`src/rtl/mycpu_pkg.sv`:
```
// Shared pipeline definitions: bus widths, bus layouts and CSR bus field positions.
// Contents:
//   ES_TO_MS_BUS_WD / MS_TO_WS_BUS_WD / CSR_BUS_WD : inter-stage bus widths
//   CSR_*       : field positions inside the 92-bit CSR side bus
//   LD_*        : bit positions of the one-hot load_op field
//   es_to_ms_t  : EX->MEM bus layout
//   mem_req_of  : whether an EX->MEM instruction issued a data SRAM request
package mycpu_pkg;

  localparam int unsigned ES_TO_MS_BUS_WD = 80;
  localparam int unsigned MS_TO_WS_BUS_WD = 70;
  localparam int unsigned CSR_BUS_WD      = 92;

  // CSR side bus: {ex, ertn, csr_we, csr_num[8:0], payload[79:0]}
  localparam int unsigned CSR_EX_BIT   = 91;
  localparam int unsigned CSR_ERTN_BIT = 90;
  localparam int unsigned CSR_WE_BIT   = 89;
  localparam int unsigned CSR_NUM_MSB  = 88;
  localparam int unsigned CSR_NUM_LSB  = 80;

  // load_op = {ld_w, ld_b, ld_bu, ld_h, ld_hu}
  localparam int unsigned LD_W  = 4;
  localparam int unsigned LD_B  = 3;
  localparam int unsigned LD_BU = 2;
  localparam int unsigned LD_H  = 1;
  localparam int unsigned LD_HU = 0;

  typedef struct packed {
    logic        ale;
    logic        meaningful;
    logic [2:0]  mem_we;
    logic [4:0]  load_op;
    logic        gr_we;
    logic [4:0]  dest;
    logic [31:0] result;
    logic [31:0] pc;
  } es_to_ms_t;

  // A misaligned or squashed access never reached the SRAM.
  function automatic logic mem_req_of(input es_to_ms_t b);
    return ((b.load_op != '0) | (b.mem_we != '0)) & b.meaningful & ~b.ale;
  endfunction

endpackage

```
`src/rtl/ld_extend.sv`:
```
// Load alignment and extension.
// Ports:
//   load_op : one-hot {ld_w, ld_b, ld_bu, ld_h, ld_hu}
//   offset  : address bits [1:0]
//   rdata   : raw 32-bit word from memory
//   value   : aligned, sign/zero-extended load value (rdata when not a load)
module ld_extend
  import mycpu_pkg::*;
(
  input  logic [4:0]  load_op,
  input  logic [1:0]  offset,
  input  logic [31:0] rdata,
  output logic [31:0] value
);

  logic [7:0]  ld_byte;
  logic [15:0] ld_half;

  always_comb begin
    case (offset)
      2'd0:    ld_byte = rdata[7:0];
      2'd1:    ld_byte = rdata[15:8];
      2'd2:    ld_byte = rdata[23:16];
      default: ld_byte = rdata[31:24];
    endcase
    ld_half = offset[1] ? rdata[31:16] : rdata[15:0];

    value = rdata;
    case (1'b1)
      load_op[LD_W]:  value = rdata;
      load_op[LD_B]:  value = {{24{ld_byte[7]}}, ld_byte};
      load_op[LD_BU]: value = {24'b0, ld_byte};
      load_op[LD_H]:  value = {{16{ld_half[15]}}, ld_half};
      load_op[LD_HU]: value = {16'b0, ld_half};
      default:        value = rdata;
    endcase
  end

endmodule

```
`src/rtl/mem_stage.sv`:
```
// MEM pipeline stage: waits for the data SRAM response of loads/stores, buffers a
// response that arrives while WB stalls, squashes responses of flushed accesses,
// and forms the load result.
// Ports:
//   clk, resetn                 : clock, asynchronous active-low reset
//   es_to_ms_valid/_bus/_csr_bus: instruction from EX
//   ms_allowin / ws_allowin     : handshake towards EX / from WB
//   data_sram_data_ok/_rdata    : data SRAM response
//   wb_flush                    : exception/ertn flush from WB
//   ms_to_ws_valid/_bus/_csr_bus: instruction to WB
//   ms_forward, ms_csr_forward  : bypass/hazard information for ID
//   ms_ex, ms_ertn_flush        : exception/ertn in flight in MEM
module mem_stage
  import mycpu_pkg::*;
(
  input  logic                       clk,
  input  logic                       resetn,
  input  logic                       es_to_ms_valid,
  input  logic [ES_TO_MS_BUS_WD-1:0] es_to_ms_bus,
  input  logic [CSR_BUS_WD-1:0]      es_to_ms_csr_bus,
  output logic                       ms_allowin,
  input  logic                       ws_allowin,
  input  logic                       data_sram_data_ok,
  input  logic [31:0]                data_sram_rdata,
  input  logic                       wb_flush,
  output logic                       ms_to_ws_valid,
  output logic [MS_TO_WS_BUS_WD-1:0] ms_to_ws_bus,
  output logic [CSR_BUS_WD-1:0]      ms_to_ws_csr_bus,
  output logic [39:0]                ms_forward,
  output logic [11:0]                ms_csr_forward,
  output logic                       ms_ex,
  output logic                       ms_ertn_flush
);

  es_to_ms_t             es_bus;
  es_to_ms_t             ms_bus;
  logic [CSR_BUS_WD-1:0] ms_csr_bus;
  logic                  ms_valid;
  logic                  rbuf_valid;
  logic [31:0]           rbuf;
  logic [1:0]            discard_cnt;
  logic [1:0]            discard_cnt_d;

  logic        mem_req;
  logic        data_ok_hit;
  logic        ms_ready_go;
  logic        accept;
  logic        leave;
  logic        discard_inc;
  logic        discard_dec;
  logic        is_load;
  logic        load_pending;
  logic [31:0] ld_rdata;
  logic [31:0] ld_value;
  logic [31:0] final_result;

  assign es_bus  = es_to_ms_t'(es_to_ms_bus);
  assign mem_req = mem_req_of(ms_bus);
  assign is_load = ms_bus.load_op != '0;

  // Responses owed to flushed accesses arrive first and must not be taken as ours.
  assign data_ok_hit    = data_sram_data_ok & (discard_cnt == 2'd0) & ms_valid;
  assign ms_ready_go    = ~mem_req | data_ok_hit | rbuf_valid;
  assign ms_allowin     = ~ms_valid | (ms_ready_go & ws_allowin);
  assign ms_to_ws_valid = ms_valid & ms_ready_go & ~wb_flush;
  assign accept         = es_to_ms_valid & ms_allowin;
  assign leave          = ms_to_ws_valid & ws_allowin;

  // An access still in flight when killed leaves one orphan response behind.
  assign discard_inc = wb_flush & ((ms_valid & mem_req & ~ms_ready_go) |
                                   (accept & mem_req_of(es_bus)));
  assign discard_dec = data_sram_data_ok & (discard_cnt != 2'd0);

  always_comb begin
    discard_cnt_d = discard_cnt + 2'(discard_inc) - 2'(discard_dec);
  end

  always_ff @(posedge clk or negedge resetn) begin
    if (!resetn) begin
      ms_valid    <= 1'b0;
      rbuf_valid  <= 1'b0;
      discard_cnt <= 2'd0;
    end else begin
      if (wb_flush) begin
        ms_valid <= 1'b0;
      end else if (ms_allowin) begin
        ms_valid <= es_to_ms_valid;
      end
      if (wb_flush | leave) begin
        rbuf_valid <= 1'b0;
      end else if (data_ok_hit & ~ws_allowin) begin
        rbuf_valid <= 1'b1;
      end
      discard_cnt <= discard_cnt_d;
    end
  end

  // Data registers are only meaningful under ms_valid / rbuf_valid.
  always_ff @(posedge clk) begin
    if (accept) begin
      ms_bus     <= es_bus;
      ms_csr_bus <= es_to_ms_csr_bus;
    end
    if (data_ok_hit & ~ws_allowin) begin
      rbuf <= data_sram_rdata;
    end
  end

  assign ld_rdata = rbuf_valid ? rbuf : data_sram_rdata;

  ld_extend u_ld_extend (
    .load_op (ms_bus.load_op),
    .offset  (ms_bus.result[1:0]),
    .rdata   (ld_rdata),
    .value   (ld_value)
  );

  assign final_result = is_load ? ld_value : ms_bus.result;
  assign load_pending = ms_valid & is_load & mem_req & ~ms_ready_go;

  assign ms_to_ws_bus     = {ms_bus.gr_we, ms_bus.dest, final_result, ms_bus.pc};
  assign ms_to_ws_csr_bus = ms_csr_bus;
  assign ms_forward       = {ms_valid, load_pending, ms_bus.gr_we, ms_bus.dest, final_result};
  assign ms_ex            = ms_valid & ms_csr_bus[CSR_EX_BIT];
  assign ms_ertn_flush    = ms_valid & ms_csr_bus[CSR_ERTN_BIT];
  assign ms_csr_forward   = {1'b0, ms_ex, ms_valid & ms_csr_bus[CSR_WE_BIT],
                             ms_csr_bus[CSR_NUM_MSB:CSR_NUM_LSB]};

endmodule
```
`config.mk`:
```
export PLATFORM = sky130hd
export DESIGN_NAME = mem_stage
export DESIGN_NICKNAME = d
export VERILOG_FILES = /design/src/rtl/mycpu_pkg.sv /design/src/rtl/ld_extend.sv /design/src/rtl/mem_stage.sv
export SDC_FILE = /design/constraint.sdc
export NUM_CORES = 1
export LEC_CHECK = 0
export CORE_AREA = 2 2 166 168
export CTS_BUF_LIST = sky130_fd_sc_hd__clkbuf_16
export CTS_CLUSTER_SIZE = 20
export DETAILED_ROUTE_END_ITERATION = 16
export DIE_AREA = 0 0 168 170
export PLACE_DENSITY = 0.79
export RECOVER_POWER = 25
export SETUP_SLACK_MARGIN = 0.3
export SLEW_MARGIN = 0
export SYNTH_ARGS = -nofsm -noshare
export SYNTH_HDL_FRONTEND = slang
export SYNTH_SLANG_ARGS = --single-unit
```
`constraint.sdc`:
```
create_clock -name clk -period 25.5 [get_ports clk]
set_clock_uncertainty 0.15 [all_clocks]
set_input_delay 5.1 -clock clk [delete_from_list [all_inputs] [get_ports clk]]
set_output_delay 5.1 -clock clk [all_outputs]
set_load 0.1 [all_outputs]
```
==> metrics.txt <==
I/O Buffers=426; largest family of logic cells by synthesized area=buffers and inverters; share of post-route cells with drive strength above 1=0.0991; placeable core region=26700 µm²; max frequency=74.8 MHz; row cnt=60; #FFs+latches synth=208; First-pass DRT Iterations=5; die width=168 µm; Rel. slew slack=0.264; nets=1097; reg2reg setup slack=21.51 ns; Worst EP required=20.25 ns; vias in the first global route=6134; VDD IR max=60.5 µV; Sequential Power Share=0.382; Syn Nets=752; Max Cap Viol=0; PwrDens=80.6 nW/µm²; Max FO, Critical Path=15; Synth Area in Simple Gates=0.0543; Internal Power=0.000678 W; Comb pwr share=0.318; crit share post-route=0.524; # IOs=428; clk_lat worst skew=0.50 ns; Static Leak=4.63 nW; Via density=4.67; DR vias=5811; detailed-route wire length per cell=22.1 µm; CTS buffer count=23; XOR/XNOR Fraction of Synth Area=0.00203; Longest Clk Path Bufs=3; worst setup path class=in -> out; Post-Synth Adder-Cell Area=0.00290; ys async rst share=0.0192; Clock Power Share=0.301; Die Ht=170 µm; outcome=finished clean; Final Critical Period=13.37 ns; Max Slew Vio Count=0; ANT nets after route=0; Post-CTS Resized=0; clk sink count=208; Main synth FF type=edfxtp_1; initial antenna violation count=10; TritonCTS clock tree=done; H-tree Lvls=1; total gr overflow=0; largest net degree at the start of global routing=88; Avg Synthesized Cell Area=16.0 µm²; Initial Util=0.324; Hold Crit Class=reg -> reg; Critical Path Sink Type=output pin; Compound-Gate Fraction of Synth Area=0.0716; setup bufs post-CTS=0; gpl congestion=0.830; Arrival @ worst endpoint=8.12 ns; WHS=0.392 ns; Worst Tran Pin Value=1.10 ns; Area Growth Syn to Fin=54.4%; Post-synth EDFFs=204; cells after synthesis=540; warnings from Yosys=0; post-synthesis sequential area ratio=0.721; Setup violations, final=0; Sw Share=0.370; Worst-path clk slew=0.06 ns; Cell Area, Synth=8640 µm²; RSZ-0062 raised after global routing=no; post-synth cell types=50; DRT iter0 DRCs=375; Worst setup SP type=primary input; first-pass GRT wire length=39100 µm; Residual DRC=0; Die ar.=28600 µm²; dpl hpwl=21200 µm; wirelength, routed=27500 µm; CTS Root Cell=clkbuf_16; sw power=0.000398 W; hold buffers post-CTS=0; post-synthesis mux area share=0.0555; GRT Total Usage=0.185; endpoints failing hold=0; setup TNS=0 ns
-- logic make-up after synthesis --
group / Yosys count
other: 1
AO/OA/AOI/OAI: 69
multiplexers: 43
flip-flops: 208
adder cells (fa/ha/maj): 2
AND/OR/NAND/NOR: 100
buffers and inverters: 115
XOR/XNOR: 2
-- synthesized netlist by cell type (all sizes together) (2+ instances only) --
master	n	area [µm²]
nor2	34	130
xnor2	2	17.5
a31oi	4	40.0
buf	97	731
mux2	29	327
dfrtp	4	100
a221oi	8	70.1
clkbuf	14	52.6
o221ai	12	105
and2	4	25.0
nand2	39	146
inv	4	15.0
o21a	2	15.0
nor3b	2	15.0
a21oi	4	20.0
o211ai	7	52.6
nor3	3	26.3
nand3	8	40.0
edfxtp	204	6130
mux2i	13	130
ha	2	25.0
or4	3	22.5
nor2b	2	12.5
o31ai	15	163
o21ai	7	38.8
-- path summary, 6_finish.rpt --
path	from	to	depth (start not counted)
worst max-delay path	data_sram_rdata[15]	ms_forward[19]	6
worst min-delay path	discard_cnt[0]	discard_cnt[0]	1
worst max register to register	ms_bus[73]	ms_to_ws_csr_bus[65]	5
worst min register to register	discard_cnt[0]	discard_cnt[0]	1
max in group asynchronous	resetn	rbuf_valid	1
min in group asynchronous	resetn	ms_valid	1
-- cells in the final DEF (no fill, tap or decap), types with 3 or more instances in the layout --
master	instances
a21oi_1	4
a221oi_1	8
a31oi_1	3
and2_1	4
buf_4	5
bufinv_16	3
clkbuf_16	23
clkdlybuf4s50_1	271
clkinv_2	4
dfrtp_1	3
diode_2	5
dlygate4sd3_1	155
edfxtp_1	204
inv_1	10
mux2_2	29
mux2i_1	13
nand2_1	39
nand3_1	8
nor2_1	32
o211ai_1	7
o21ai_0	5
o221ai_1	12
o31ai_1	5
o31ai_2	10
or4_1	3
-- worst max-delay path, cell delays in order --
cell	delay, ns
clkdlybuf4s50_1	0.47
mux4_2	0.51
a31o_2	0.28
a31oi_4	0.55
o31ai_1	0.19
clkdlybuf4s50_1	1.01
-- area by class of cell --
type | count | area [µm²]
Multi-Input combinational cell | 217 | 1630
Fill cell | 2225 | 13300
Tap cell | 341 | 427
Clock inverter | 15 | 145
Timing Repair Buffer | 431 | 4300
Sequential cell | 208 | 6230
Clock buffer | 23 | 576
Inverter | 4 | 15.0
Antenna cell | 5 | 12.5
-- sequential cells by signal (all words and copies together), names as in the netlist --
register	flops
discard_cnt	2
ms_bus	42
ms_forward	6
ms_to_ws_bus	32
ms_to_ws_csr_bus	92
ms_valid	1
rbuf	32
rbuf_valid	1
-- power groups by stage --
stage,Clock [W],Sequential (W),Combinational (W)
global placement,0,0.000416,0.000345
global route,0.000345,0.000412,0.000351
finish,0.000323,0.000410,0.000342
CTS,0.000334,0.000411,0.000348
detailed placement,0,0.000418,0.000347
floorplan,0,0.000491,0.000197
-- per-layer routing --
metal  wire length (µm)  up-vias  part of all wire  GRT usage
met5                 53        -            0.0019          0
met4               1190        8             0.043     0.0828
met3               2580       69             0.094     0.0663
met2              13900      319              0.51      0.326
met1               9790     2762              0.36      0.202
li1                   -     2653                 -          -
-- per-stage QoR --
| step | setup WS (ns) | total power, W | cells | utilization | area (µm²) |
|---|---|---|---|---|---|
| CTS | 12.14 | 0.00109 | 1239 | 0.500 | 13300 |
| floorplan | 6.52 | 0.000688 | 540 | - | 8640 |
| global route | 12.01 | 0.00111 | 1242 | 0.500 | 13300 |
| finish | 12.13 | 0.00108 | 1244 | 0.500 | 13300 |
| detailed placement | 12.14 | 0.000765 | 1201 | 0.473 | 12600 |
| global placement | 12.18 | 0.000761 | 1201 | 0.473 | 12600 |
No activity file was read; power rests on OpenSTA's default activity.
